### src/rtl/cart_bus_responder.sv
// cart_bus_responder: cartridge-side responder for the header cartridge port.
// Header address and window selects are synchronised, then debounced over
// SETTLE_CYCLES. A byte is fetched from the cartridge ROM over a req/ack port
// and driven back on the header data lines.
// Optional feature: define CART_HIT_COUNT_EN to add the hit_count output, which
// counts acknowledged ROM reads.
module cart_bus_responder #(
    parameter int unsigned SYNC_STAGES   = 2,
    parameter int unsigned SETTLE_CYCLES = 2,
    parameter int unsigned ACK_TIMEOUT   = 15,
    parameter logic [7:0]  IDLE_DATA     = 8'hFF
) (
    input  logic        clk,
    input  logic        rst_L,
    input  logic [13:0] cart_addr,
    input  logic        cart_s4_L,
    input  logic        cart_s5_L,
    output logic [7:0]  cart_data,
    output logic        cart_data_oe,
    output logic [14:0] rom_addr,
    output logic        rom_req,
    input  logic        rom_ack,
    input  logic [7:0]  rom_data,
    output logic        busy,
    output logic        err_timeout
`ifdef CART_HIT_COUNT_EN
    ,
    output logic [15:0] hit_count
`endif
);

    // Key layout: {s4_L, s5_L, addr[13:0]}; both selects idle-high out of reset.
    localparam logic [15:0] SYNC_RST = {1'b1, 1'b1, 14'd0};
    localparam logic [8:0]  SETTLE_N = 9'(SETTLE_CYCLES);
    localparam logic [7:0]  TO_LAST  = 8'(ACK_TIMEOUT - 1);

    typedef enum logic [1:0] {
        ST_IDLE,
        ST_SETTLE,
        ST_FETCH,
        ST_DRIVE
    } state_e;

    logic [SYNC_STAGES-1:0][15:0] sync_q;
    logic [15:0]                  key;
    logic                         sel_valid;
    logic                         key_match;
    logic                         settle_done;

    state_e      state_q;
    logic [15:0] key_q;
    logic [7:0]  settle_cnt_q;
    logic [7:0]  wait_cnt_q;
    logic [7:0]  cart_data_q;
    logic        cart_data_oe_q;
    logic [14:0] rom_addr_q;
    logic        rom_req_q;
    logic        busy_q;
    logic        err_timeout_q;

    // Shift the raw header pins through the synchroniser chain.
    always_ff @(posedge clk or negedge rst_L) begin
        if (!rst_L) begin
            sync_q <= {SYNC_STAGES{SYNC_RST}};
        end else begin
            sync_q <= {sync_q[SYNC_STAGES-2:0], {cart_s4_L, cart_s5_L, cart_addr}};
        end
    end

    assign key         = sync_q[SYNC_STAGES-1];
    // Exactly one window select low; both low is a bus conflict and reads as deselect.
    assign sel_valid   = key[15] ^ key[14];
    assign key_match   = (key == key_q);
    assign settle_done = ({1'b0, settle_cnt_q} + 9'd1) >= SETTLE_N;

    // Main access sequencer: debounce the key, fetch the byte, drive it while the key holds.
    always_ff @(posedge clk or negedge rst_L) begin
        if (!rst_L) begin
            state_q        <= ST_IDLE;
            key_q          <= SYNC_RST;
            settle_cnt_q   <= '0;
            wait_cnt_q     <= '0;
            cart_data_q    <= IDLE_DATA;
            cart_data_oe_q <= 1'b0;
            rom_addr_q     <= '0;
            rom_req_q      <= 1'b0;
            busy_q         <= 1'b0;
            err_timeout_q  <= 1'b0;
        end else begin
            case (state_q)
                ST_IDLE: begin
                    cart_data_oe_q <= 1'b0;
                    cart_data_q    <= IDLE_DATA;
                    if (sel_valid) begin
                        key_q        <= key;
                        settle_cnt_q <= 8'd1;
                        busy_q       <= 1'b1;
                        state_q      <= ST_SETTLE;
                    end
                end
                ST_SETTLE: begin
                    if (!sel_valid) begin
                        busy_q  <= 1'b0;
                        state_q <= ST_IDLE;
                    end else if (!key_match) begin
                        key_q        <= key;
                        settle_cnt_q <= 8'd1;
                    end else if (settle_done) begin
                        // Window bit: 0 selects S4, 1 selects S5 (s5_L low).
                        rom_addr_q <= {~key_q[14], key_q[13:0]};
                        rom_req_q  <= 1'b1;
                        wait_cnt_q <= '0;
                        state_q    <= ST_FETCH;
                    end else begin
                        settle_cnt_q <= settle_cnt_q + 8'd1;
                    end
                end
                ST_FETCH: begin
                    // Key changes here do not abort the fetch; the output enable is
                    // gated by the current key so a stale byte is never driven.
                    if (rom_ack) begin
                        cart_data_q    <= rom_data;
                        cart_data_oe_q <= key_match;
                        rom_req_q      <= 1'b0;
                        busy_q         <= 1'b0;
                        state_q        <= ST_DRIVE;
                    end else if (wait_cnt_q == TO_LAST) begin
                        err_timeout_q  <= 1'b1;
                        cart_data_q    <= IDLE_DATA;
                        cart_data_oe_q <= key_match;
                        rom_req_q      <= 1'b0;
                        busy_q         <= 1'b0;
                        state_q        <= ST_DRIVE;
                    end else begin
                        wait_cnt_q <= wait_cnt_q + 8'd1;
                    end
                end
                ST_DRIVE: begin
                    if (key_match) begin
                        cart_data_oe_q <= 1'b1;
                    end else begin
                        cart_data_oe_q <= 1'b0;
                        cart_data_q    <= IDLE_DATA;
                        if (sel_valid) begin
                            key_q        <= key;
                            settle_cnt_q <= 8'd1;
                            busy_q       <= 1'b1;
                            state_q      <= ST_SETTLE;
                        end else begin
                            state_q <= ST_IDLE;
                        end
                    end
                end
                default: begin
                    state_q <= ST_IDLE;
                end
            endcase
        end
    end

`ifdef CART_HIT_COUNT_EN
    logic [15:0] hit_count_q;

    // Count acknowledged fetches; timeouts leave the count alone, wraps at 16 bits.
    always_ff @(posedge clk or negedge rst_L) begin
        if (!rst_L) begin
            hit_count_q <= '0;
        end else if (state_q == ST_FETCH && rom_ack) begin
            hit_count_q <= hit_count_q + 16'd1;
        end
    end

    assign hit_count = hit_count_q;
`endif

    assign cart_data    = cart_data_q;
    assign cart_data_oe = cart_data_oe_q;
    assign rom_addr     = rom_addr_q;
    assign rom_req      = rom_req_q;
    assign busy         = busy_q;
    assign err_timeout  = err_timeout_q;

endmodule

### config.mk
export PLATFORM = sky130hd
export DESIGN_NAME = cart_bus_responder
export DESIGN_NICKNAME = d
export VERILOG_FILES = /design/src/rtl/cart_bus_responder.sv
export SDC_FILE = /design/constraint.sdc
export NUM_CORES = 1
export LEC_CHECK = 0
export CAP_MARGIN = 20
export CORE_MARGIN = 8
export CORE_UTILIZATION = 49
export DETAILED_ROUTE_END_ITERATION = 8
export PLACE_DENSITY = 0.77
export SYNTH_ARGS = -nofsm -noshare
export SYNTH_HDL_FRONTEND = slang
export SYNTH_SLANG_ARGS = --single-unit
### constraint.sdc
create_clock -name clk -period 2.46 [get_ports clk]
set_clock_uncertainty 0.1 [all_clocks]
set_input_delay 0.492 -clock clk [delete_from_list [all_inputs] [get_ports clk]]
set_output_delay 0.492 -clock clk [all_outputs]
set_load 0.05 [all_outputs]
==> impl_metrics.yaml <==
finish:
  syn_to_final_growth_pct: 23.7
  multi_input_area_um2: 1500
  fin_nets: 400
  antenna_cells: 0
  seq_area_um2: 2350
  drive_gt1_frac: 0.228
  fillCellCount: 621
  fin_area_um2: 4860
sta:
  slew-limit-headroom: 0.648
  setup-tns-final_ns: 0
  worst_pin_slew_ns: 0.526
  setup_viol: 0
  grt_setup_unrepaired: "no"
  finalHoldViolCount: 0
  period_needed_ns: 2.34
  period_share: 0.951
  max_freq_mhz: 427
  slew_violations: 0
synthesis:
  syn_avg_cell_area_um2: 13.3
  synth.yosys.seq_area_share: 0.596
  synth_simple_gate_area_share: 0.0907
  synthFlopType: "dfrtp_1"
  netlist.area_leader.share: 0.503
  synthArstFlopShare: 1.00
  synth-edff-count: 0
  synth_cell_type_count: 54
  yosysTopAreaCell: "dfrtp_1"
  syn-num-nets: 332
  ys_ff_latch: 93
  synthAdderAreaFrac: 0.0286
  synth-xor-area-share: 0.0401
  yosys_warnings: 0
  synthCells: 296
  syn_area_um2: 3930
  ys_top_cells_by_area: "dfrtp_1 50%, dfstp_2 9.4%, mux2_2 6.3%"
  synth_compound_area_frac: 0.106
  synth_top_family_by_area: "multiplexers"
  muxShareOfSynthArea: 0.116
critical_path:
  rrSetupSlack_ns: 0.12
  crit_chain: "ha_1, nor4_1, buf_4, o221ai_4, o211ai_4, buf_12, mux2_2"
  path_depth: 7
  critPathTopFamily: "flip-flops"
  cp_slowest_stage_delay_ns: 0.47
  timing.rr.start: "settle_cnt_q[0]"
  path_buf_inv: 2
  critPathCaptureType: "register"
  crit_path_start_kind: "register"
  cp_max_fo: 17
  r2r_end: "rom_addr[12]"
  reg2regPathDepth: 7
  critPathKind: "reg -> reg"
  crit_required_ns: 2.60
  slowest_stage: "dfrtp_2"
  arrival_ns: 2.48
die:
  dieHeight_um: 106
  start_util: 0.506
  dieArea_um2: 11100
  core_um2: 7770
  ios: 54
  die_width_um: 106
  rows: 32
hold_path:
  hp-start: "sync_q[2]"
  hold_path_class: "reg -> reg"
  hold_depth: 0
  hold_end: "key[2]"
global_routing:
  grt_pass1_vias: 2535
  grt_usage: 0.131
  grt_max_degree: 43
  grt-ovfl-total: 0
  antenna_found_initial: 0
  grt_pass1_wl_um: 11800
routing:
  via_count: 2366
  drt_wl_total_um: 6880
  drc: 0
  drtPass1Iterations: 4
  ant_nets: 0
  routedWlPerCell_um: 14.6
  routed_via_density: 5.02
  initialDrtViolationCount: 59
power:
  ir_worst_vdd_mv: 0.448
  p_leak_nw: 2.05
  p_per_area_nw_per_um2: 784
  finalPower_w: 0.00381
clock_tree:
  worstSkewPairLatency_ns: 0.35
  cts_buffer_depth: 2
  cts.sinks: 93
  clk_pin_slew_worst_paths_ns: 0.09
  h-tree-depth: 3
  cts_buffers: 9
  cts_tree: "done"
  root_buffer: "clkbuf_8"
status:
  status: "completed"
placement:
  io_buffer_count: 53
  place_area_um2: 4640
  dp_hpwl_um: 4850
  finalWeightedCongestion: 0.807
job:
  cap_viol_max_count: 0
-- cells in the mapped netlist (3+ instances only) --
cell / n
nand4_1: 6
o21ai_0: 7
a21boi_0: 6
clkbuf_1: 3
mux2_2: 22
mux2i_1: 9
inv_1: 6
o21a_1: 3
dfrtp_1: 79
nor3_1: 3
nor2_1: 18
a21oi_1: 18
dfstp_2: 14
mux2_4: 7
nand2b_1: 6
xnor2_1: 17
ha_1: 9
buf_4: 3
nand2_1: 15
-- sequential cells by signal (all words and copies together), names as in the netlist, 8 cells and up, named ones only --
signal,count
settle_cnt_q,8
sync_q,16
key_q,16
key,16
cart_data,8
wait_cnt_q,8
rom_addr,15
-- where the power goes --
part / total, W / internal, W / switching, W
clock network: 0.000949 / 0.000408 / 0.000541
logic: 0.000972 / 0.000449 / 0.000523
registers: 0.00189 / 0.00173 / 0.000157
total: 0.00381 / 0.00259 / 0.00122
-- repair_timing --
action	4_1_cts	5_1_grt
gates resized for setup	0	2
setup endpoints to repair	0	13
hold endpoints to repair	30	0
setup buffers	0	1
hold buffers	1	0
-- layout make-up --
class                   count  area share
well taps                 102      0.0262
multi-input cells         188       0.309
inverters                   6     0.00463
clock buffers              11      0.0291
clock inverters             5     0.00901
flip-flops and latches     93       0.483
repair buffers             66       0.139
-- worst max path at each step --
stage	start	to	slack, ns
2_1_floorplan	settle_cnt_q[0]	rom_addr[2]	0.11
3_3_place_gp	settle_cnt_q[0]	wait_cnt_q[3]	0.18
3_5_place_dp	settle_cnt_q[0]	rom_addr[1]	0.13
4_1_cts	settle_cnt_q[0]	rom_addr[12]	0.1
5_1_grt	settle_cnt_q[0]	rom_addr[12]	0.02
6_report	settle_cnt_q[0]	rom_addr[12]	0.12
-- layout by cell type, fill, tap and decap left out, types with 6 or more instances in the layout --
master and count:
inv_1 6, xnor2_1 17, ha_1 9, dfrtp_1 78
clkbuf_8 10, dfstp_2 14, nand2b_1 6, clkdlybuf4s50_1 52
buf_4 9, nor2_1 18, nand4_1 6, mux2_4 7
nand2_1 15, a21boi_0 6, a21oi_1 18, o21ai_0 7
mux2i_1 9, mux2_2 22
-- cells by family (layout without fill, tap and decap cells) --
logic type / after synthesis / after routing
xor gates and xnor gates: 18 / 18
muxes: 39 / 39
buffers and inverters: 15 / 88
DFF: 93 / 93
AOI/OAI and AO/OA: 55 / 55
and+or+nand+nor: 67 / 67
adders and majority gates: 9 / 9
-- metal layers --
metal  vias up  track usage  routed length (µm)
li1       1179            -                   -
met1      1154        0.162                3130
met2        26        0.214                3440
met3         7       0.0384                 221
met4         0       0.0482                  87
met5         -            0                   0
-- stage by stage --
| step | hold WS [ns] | std cells | worst slack [ns] | utilization |
|---|---|---|---|---|
| final | 0.248 | 471 | 0.121 | 0.626 |
| after CTS | 0.251 | 470 | 0.0952 | 0.623 |
| after floorplan | 0.0964 | 296 | 0.108 | - |
| after global placement | 0.232 | 453 | 0.175 | 0.598 |
| after global routing | 0.264 | 471 | 0.0245 | 0.626 |
| after detailed placement | 0.236 | 453 | 0.135 | 0.598 |
(Power assumes the default switching activity.)
